[config.mk]
export PLATFORM = sky130hd
export DESIGN_NAME = if_id_buffer
export DESIGN_NICKNAME = d
export VERILOG_FILES = /design/src/rtl/if_id_buffer_pkg.sv /design/src/rtl/if_id_buffer.sv
export SDC_FILE = /design/constraint.sdc
export NUM_CORES = 1
export LEC_CHECK = 0
export CAP_MARGIN = 40
export CORE_ASPECT_RATIO = 0.9
export CORE_MARGIN = 2
export CORE_UTILIZATION = 54
export CTS_BUF_LIST = sky130_fd_sc_hd__clkbuf_4
export DETAILED_ROUTE_END_ITERATION = 12
export PLACE_DENSITY = 0.9
export SYNTH_ARGS = -nofsm -noshare
export SYNTH_HDL_FRONTEND = slang
export SYNTH_SLANG_ARGS = --single-unit
[constraint.sdc]
create_clock -name clk_i -period 19.1 [get_ports clk_i]
set_input_delay 1.91 -clock clk_i [delete_from_list [all_inputs] [get_ports clk_i]]
set_output_delay 1.91 -clock clk_i [all_outputs]
set_load 0.005 [all_outputs]
[src/rtl/if_id_buffer_pkg.sv]
// rtl/if_id_buffer_pkg.sv - shared opcode constants, instruction class encodings and opcode pre-decode
//
// Purpose : one home for the opcode values and 3-bit class tags. The fetch/decode
//           queue, decode, sign-extend and control logic all use these values.
// Contents: OPC_* opcode constants, instr_class_e class encoding, predecode_class().

package if_id_buffer_pkg;

    localparam logic [6:0] OPC_RTYPE = 7'b0110011;
    localparam logic [6:0] OPC_ITYPE = 7'b0010011;
    localparam logic [6:0] OPC_LW    = 7'b0000011;
    localparam logic [6:0] OPC_SW    = 7'b0100011;
    localparam logic [6:0] OPC_BEQ   = 7'b1100011;

    typedef enum logic [2:0] {
        CLS_RTYPE   = 3'd0,
        CLS_ITYPE   = 3'd1,
        CLS_LW      = 3'd2,
        CLS_SW      = 3'd3,
        CLS_BEQ     = 3'd4,
        CLS_UNKNOWN = 3'd7
    } instr_class_e;

    // Opcode -> class tag, so decode and hazard logic never re-decode the opcode.
    function automatic instr_class_e predecode_class(input logic [6:0] opcode);
        instr_class_e cls;
        case (opcode)
            OPC_RTYPE: cls = CLS_RTYPE;
            OPC_ITYPE: cls = CLS_ITYPE;
            OPC_LW:    cls = CLS_LW;
            OPC_SW:    cls = CLS_SW;
            OPC_BEQ:   cls = CLS_BEQ;
            default:   cls = CLS_UNKNOWN;
        endcase
        return cls;
    endfunction

endpackage

[src/rtl/if_id_buffer.sv]
// rtl/if_id_buffer.sv - instruction queue between fetch and decode with pre-decoded class tag
//
// Purpose : DEPTH-entry FIFO of {instr, pc, class}. It absorbs decode stalls so that
//           fetch can keep issuing. Flush discards every queued entry.
// Ports   : clk_i, rst_i (async, active-low), flush_i
//           in_valid_i / in_ready_o / in_instr_i / in_pc_i          - push side (fetch)
//           out_valid_o / out_ready_i / out_instr_o / out_pc_o /
//           out_class_o                                             - pop side (decode)
//           count_o                                                 - occupied entries

module if_id_buffer
    import if_id_buffer_pkg::*;
#(
    parameter int DEPTH = 2,
    parameter int XLEN  = 32
) (
    input  logic                       clk_i,
    input  logic                       rst_i,
    input  logic                       flush_i,
    input  logic                       in_valid_i,
    output logic                       in_ready_o,
    input  logic [XLEN-1:0]            in_instr_i,
    input  logic [XLEN-1:0]            in_pc_i,
    output logic                       out_valid_o,
    input  logic                       out_ready_i,
    output logic [XLEN-1:0]            out_instr_o,
    output logic [XLEN-1:0]            out_pc_o,
    output logic [2:0]                 out_class_o,
    output logic [$clog2(DEPTH):0]     count_o
);

    localparam int PTR_W = $clog2(DEPTH);
    localparam int CNT_W = PTR_W + 1;
    localparam logic [CNT_W-1:0] CNT_FULL = CNT_W'(DEPTH);

    logic [PTR_W-1:0] rd_ptr_q, rd_ptr_d;
    logic [PTR_W-1:0] wr_ptr_q, wr_ptr_d;
    logic [CNT_W-1:0] count_q, count_d;

    // Payload storage. It has no reset, because count_q alone decides which slots are live.
    logic [XLEN-1:0] instr_mem [DEPTH];
    logic [XLEN-1:0] pc_mem    [DEPTH];
    logic [2:0]      class_mem [DEPTH];

    logic push;
    logic pop;
    logic [2:0] push_class;

    // Ready and valid come from registered count only. A full queue therefore refuses
    // a push even if decode pops in the same cycle; the freed slot is usable next cycle.
    assign in_ready_o  = (count_q != CNT_FULL);
    assign out_valid_o = (count_q != '0);
    assign push        = in_valid_i & in_ready_o;
    assign pop         = out_valid_o & out_ready_i;
    assign push_class  = predecode_class(in_instr_i[6:0]);

    always_comb begin
        rd_ptr_d = rd_ptr_q;
        wr_ptr_d = wr_ptr_q;
        count_d  = count_q;
        if (flush_i) begin
            // Redirect wins over everything, and any concurrent push/pop is dropped.
            rd_ptr_d = '0;
            wr_ptr_d = '0;
            count_d  = '0;
        end else begin
            // DEPTH is a power of two, so the pointers wrap by natural overflow.
            if (push) begin
                wr_ptr_d = wr_ptr_q + PTR_W'(1);
            end
            if (pop) begin
                rd_ptr_d = rd_ptr_q + PTR_W'(1);
            end
            case ({push, pop})
                2'b10:   count_d = count_q + CNT_W'(1);
                2'b01:   count_d = count_q - CNT_W'(1);
                default: count_d = count_q;
            endcase
        end
    end

    always_ff @(posedge clk_i or negedge rst_i) begin
        if (!rst_i) begin
            rd_ptr_q <= '0;
            wr_ptr_q <= '0;
            count_q  <= '0;
        end else begin
            rd_ptr_q <= rd_ptr_d;
            wr_ptr_q <= wr_ptr_d;
            count_q  <= count_d;
        end
    end

    always_ff @(posedge clk_i) begin
        if (push && !flush_i) begin
            instr_mem[wr_ptr_q] <= in_instr_i;
            pc_mem[wr_ptr_q]    <= in_pc_i;
            class_mem[wr_ptr_q] <= push_class;
        end
    end

    // The head is read from storage only, so nothing bypasses from input to output.
    // An empty queue presents zeros and the unknown class, and never shows stale payload.
    assign out_instr_o = out_valid_o ? instr_mem[rd_ptr_q] : '0;
    assign out_pc_o    = out_valid_o ? pc_mem[rd_ptr_q]    : '0;
    assign out_class_o = out_valid_o ? class_mem[rd_ptr_q] : CLS_UNKNOWN;
    assign count_o     = count_q;

    no_overflow_a: assert property (@(posedge clk_i) disable iff (!rst_i)
                                    !(push && (count_q == CNT_FULL)));
    no_underflow_a: assert property (@(posedge clk_i) disable iff (!rst_i)
                                     !(pop && (count_q == '0)));

endmodule

==> qor.csv <==
metric,value,unit
post-synthesis simple-gate area fraction,6.465,%
GRT Util Overall,19.69,%
wire per inst,16.79,um
most frequent cell after synthesis,edfxtp_1,
Setup Slack @ Placement,14780,ps
setup ws final,14690,ps
Layout Nets,537,
final hold viol count,0,
via count,3152,
placed cells,575,
Crit path max-delay family,buffers and inverters,
reg2reg path depth,5,
Max Cap Viol,0,
hold path depth,2,
share of cells above drive strength 1,8.559,%
first-pass GRT wire length,15730,um
CTS clock-pin slew for the worst setup and hold paths,110,ps
drt first pass iters,6,
P_int,478.9,uW
vias per cell,5.210,
Hold EP,wr_ptr_q,
Synth Flop Type,edfxtp_1,
worst hold path type,reg2reg,
critical path required time,17190,ps
Initial Utilization,55.31,%
post-cts sizing count,0,
Die X,108.8,um
max incr delay on CP,560,ps
CTS Buf Count,17,
DPL Wire Length,6537,um
synth cell count leaders,"134 x edfxtp_1, 69 x mux2i_1, 66 x nor2_1",
power after layout,616.4,uW
Met1 Wirelength,4168,um
core area,9657,um^2
Post-Synth Adder-Cell Area,0,%
WL met3,564,um
"Net Count, Synth",389,
relative slew slack,46.69,%
Max Used Layer,met4,
Post-DP Area,6867,um^2
metal2 WL,5403,um
number of clock sinks,138,
Post-synth EDFFs,134,
Slew Limit Fails,0,
clock network fraction of total power,30.3,%
sw power,137.5,uW
Compound-Gate Fraction of Synth Area,0.9370,%
part of the power in registers,56.9,%
vias in the first global route,3188,
Avg Inst Size Synth,16.69,um^2
ANT cells,0,
CP max FO,65,
register area share after synthesis,77.21,%
synthesis-stage register bit count,138,
CP endpoint kind,output pin,
Post-Layout Inst Area,7149,um^2
row count,34,
fillers,617,
gpl congestion,0.7287,
total congestion overflow,0,
CTS H-tree lvls,4,
RSZ-0062 raised after global routing,false,
HP Start,wr_ptr_q,
worst endpoint data arrival time,2500,ps
pwr dens,86.22,nW/um^2
RR Startpoint,count_o[1],
mux cell area share after synthesis,12.93,%
non-filler instance count after layout,605,
number of post-CTS setup repair buffers,0,
Post-Synth XOR/XNOR Area,0.3279,%
Worst Tran Pin Value,799.6,ps
largest net degree at the start of global routing,66,
sequential cell area,4128,um^2
warnings from Yosys,0,
largest family of logic cells by synthesized area,multiplexers,
clock buffer depth,2,
Initial DRC Count,134,
flop2flop setup slack,16560,ps
Syn Inst Count,320,
initial antenna violation count,0,
fmax,0.2269,GHz
buffer and inverter count on the worst path,3,
Combinational Power Share,12.8,%
Root Buffer,clkbuf_4,
reg2reg end,instr_mem[0][26],
status,finished clean,
VDD IR max,0.05334,mV
Setup crit start kind,flip-flop,
"Async S/R FF share, synth",2.899,%
IO buf count,139,
DRC violations left,0,
min cycle time layout,4408,ps
antenna-violating nets left,0,
synth top area cells,"edfxtp_1 75%, mux2i_1 13%, nor2_1 4.6%",
largest area contributor in the netlist,edfxtp_1,
Die ar.,10700,um^2
crit-path cells,nor2_4 -> buf_4 -> inv_1 -> nand2_1 -> clkdlybuf4s50_1,
Switching Fraction,22.31,%
P&R area growth vs syn,33.85,%
Synth Cell Area,5341,um^2
I/O pin count,140,
multi-input logic area,1121,um^2
Tcrit/Tclk final,23.08,%
CTS Hold Bufs,0,
post-synthesis cell type count,24,
Chip Height,98.35,um
final setup fails,0,
Leak,0.002359,uW
Final Skew,11.52,ps
setup TNS,0,ps
Critical-path top delay cell,buf_4,
CTS tree,done,
worst skew pair latency,480,ps
top cell type's share of synthesized area,75.33,%
critical path class,reg2out,
total wire length,10160,um
-- metrics by stage --
stage / util, % / hold slack, ps
final: 74.03 / 645.5
after global routing: 74.03 / 678.8
after CTS: 74.03 / 641.3
after detailed placement: 71.11 / 621.5
after global placement: 70.82 / 570.3
after floorplan: - / 529.5
-- placed cells by master, fill, tap and decap left out, drive strengths merged --
cell           netlist  final
bufinv               0      3
nor2b                1      1
nor3b                2      2
dfrtp                4      4
nand2b               1      1
o21ai                3      3
edfxtp             134    134
mux2i               69     69
clkdlybuf4s50        0    139
nand3b               2      2
buf                 14      5
nor2                66     66
inv                  3      3
nor3                 2      2
or2                  1      1
clkinvlp             0      2
xor2                 2      2
a21o                 1      1
clkinv               0      8
a21oi                4      4
nand2                8      8
o211ai               1      1
clkbuf               1     17
or3                  1      1
-- layout make-up --
class	count	area share [%]
Timing Repair Buffer	144	20.27
Sequential cell	138	57.74
Inverter	3	0.1575
Clock inverter	13	2.170
Multi-Input combinational cell	164	15.68
Clock buffer	17	1.785
Tap cell	126	2.205
-- logic make-up after synthesis --
| logic type | count (synthesis) |
|---|---|
| buffers and inverters | 18 |
| DFF | 138 |
| muxes | 69 |
| and+or+nand+nor | 84 |
| xor gates and xnor gates | 2 |
| AOI/OAI and AO/OA | 9 |
-- routing by layer --
layer  vias to the layer above  GRT usage (%)
met2                       100          34.33
met1                      1561          23.95
met5                         -              0
met3                         5          5.541
met4                         0          5.621
li1                       1486              -
-- state kept, by name, indices dropped and copies added (netlist names) --
name / cells
instr_mem: 64
pc_mem: 64
class_mem: 6
count_o: 2
rd_ptr_q: 1
wr_ptr_q: 1
-- power by group through the flow --
| stage | Combinational (uW) | Sequential [uW] | Clock (uW) |
|---|---|---|---|
| 2_1_floorplan | 36.0 | 355 | 0 |
| 4_1_cts | 79.9 | 351 | 191 |
| 5_1_grt | 85.2 | 352 | 204 |
| 3_3_place_gp | 73.6 | 360 | 0 |
| 6_report | 79.2 | 351 | 186 |
| 3_5_place_dp | 79.3 | 358 | 0 |
-- worst min-delay path: cells and delay by family (launching register included) --
kind	cells	cell delay, ps
flops	1	410
simple gates	1	130
compound gates	1	70
-- worst max path at each step --
stage	start	end	slack, ps	depth (start not counted)
6_report	count_o[1]	out_class_o[0]	14690	5
3_3_place_gp	in_valid_i	pc_mem[0][3]	14880	4
3_5_place_dp	in_valid_i	pc_mem[0][1]	14780	4
4_1_cts	count_o[1]	out_class_o[0]	14650	5
2_1_floorplan	in_valid_i	class_mem[1][0]	11670	2
5_1_grt	count_o[1]	out_class_o[0]	14500	5
(Power assumes the default switching activity.)
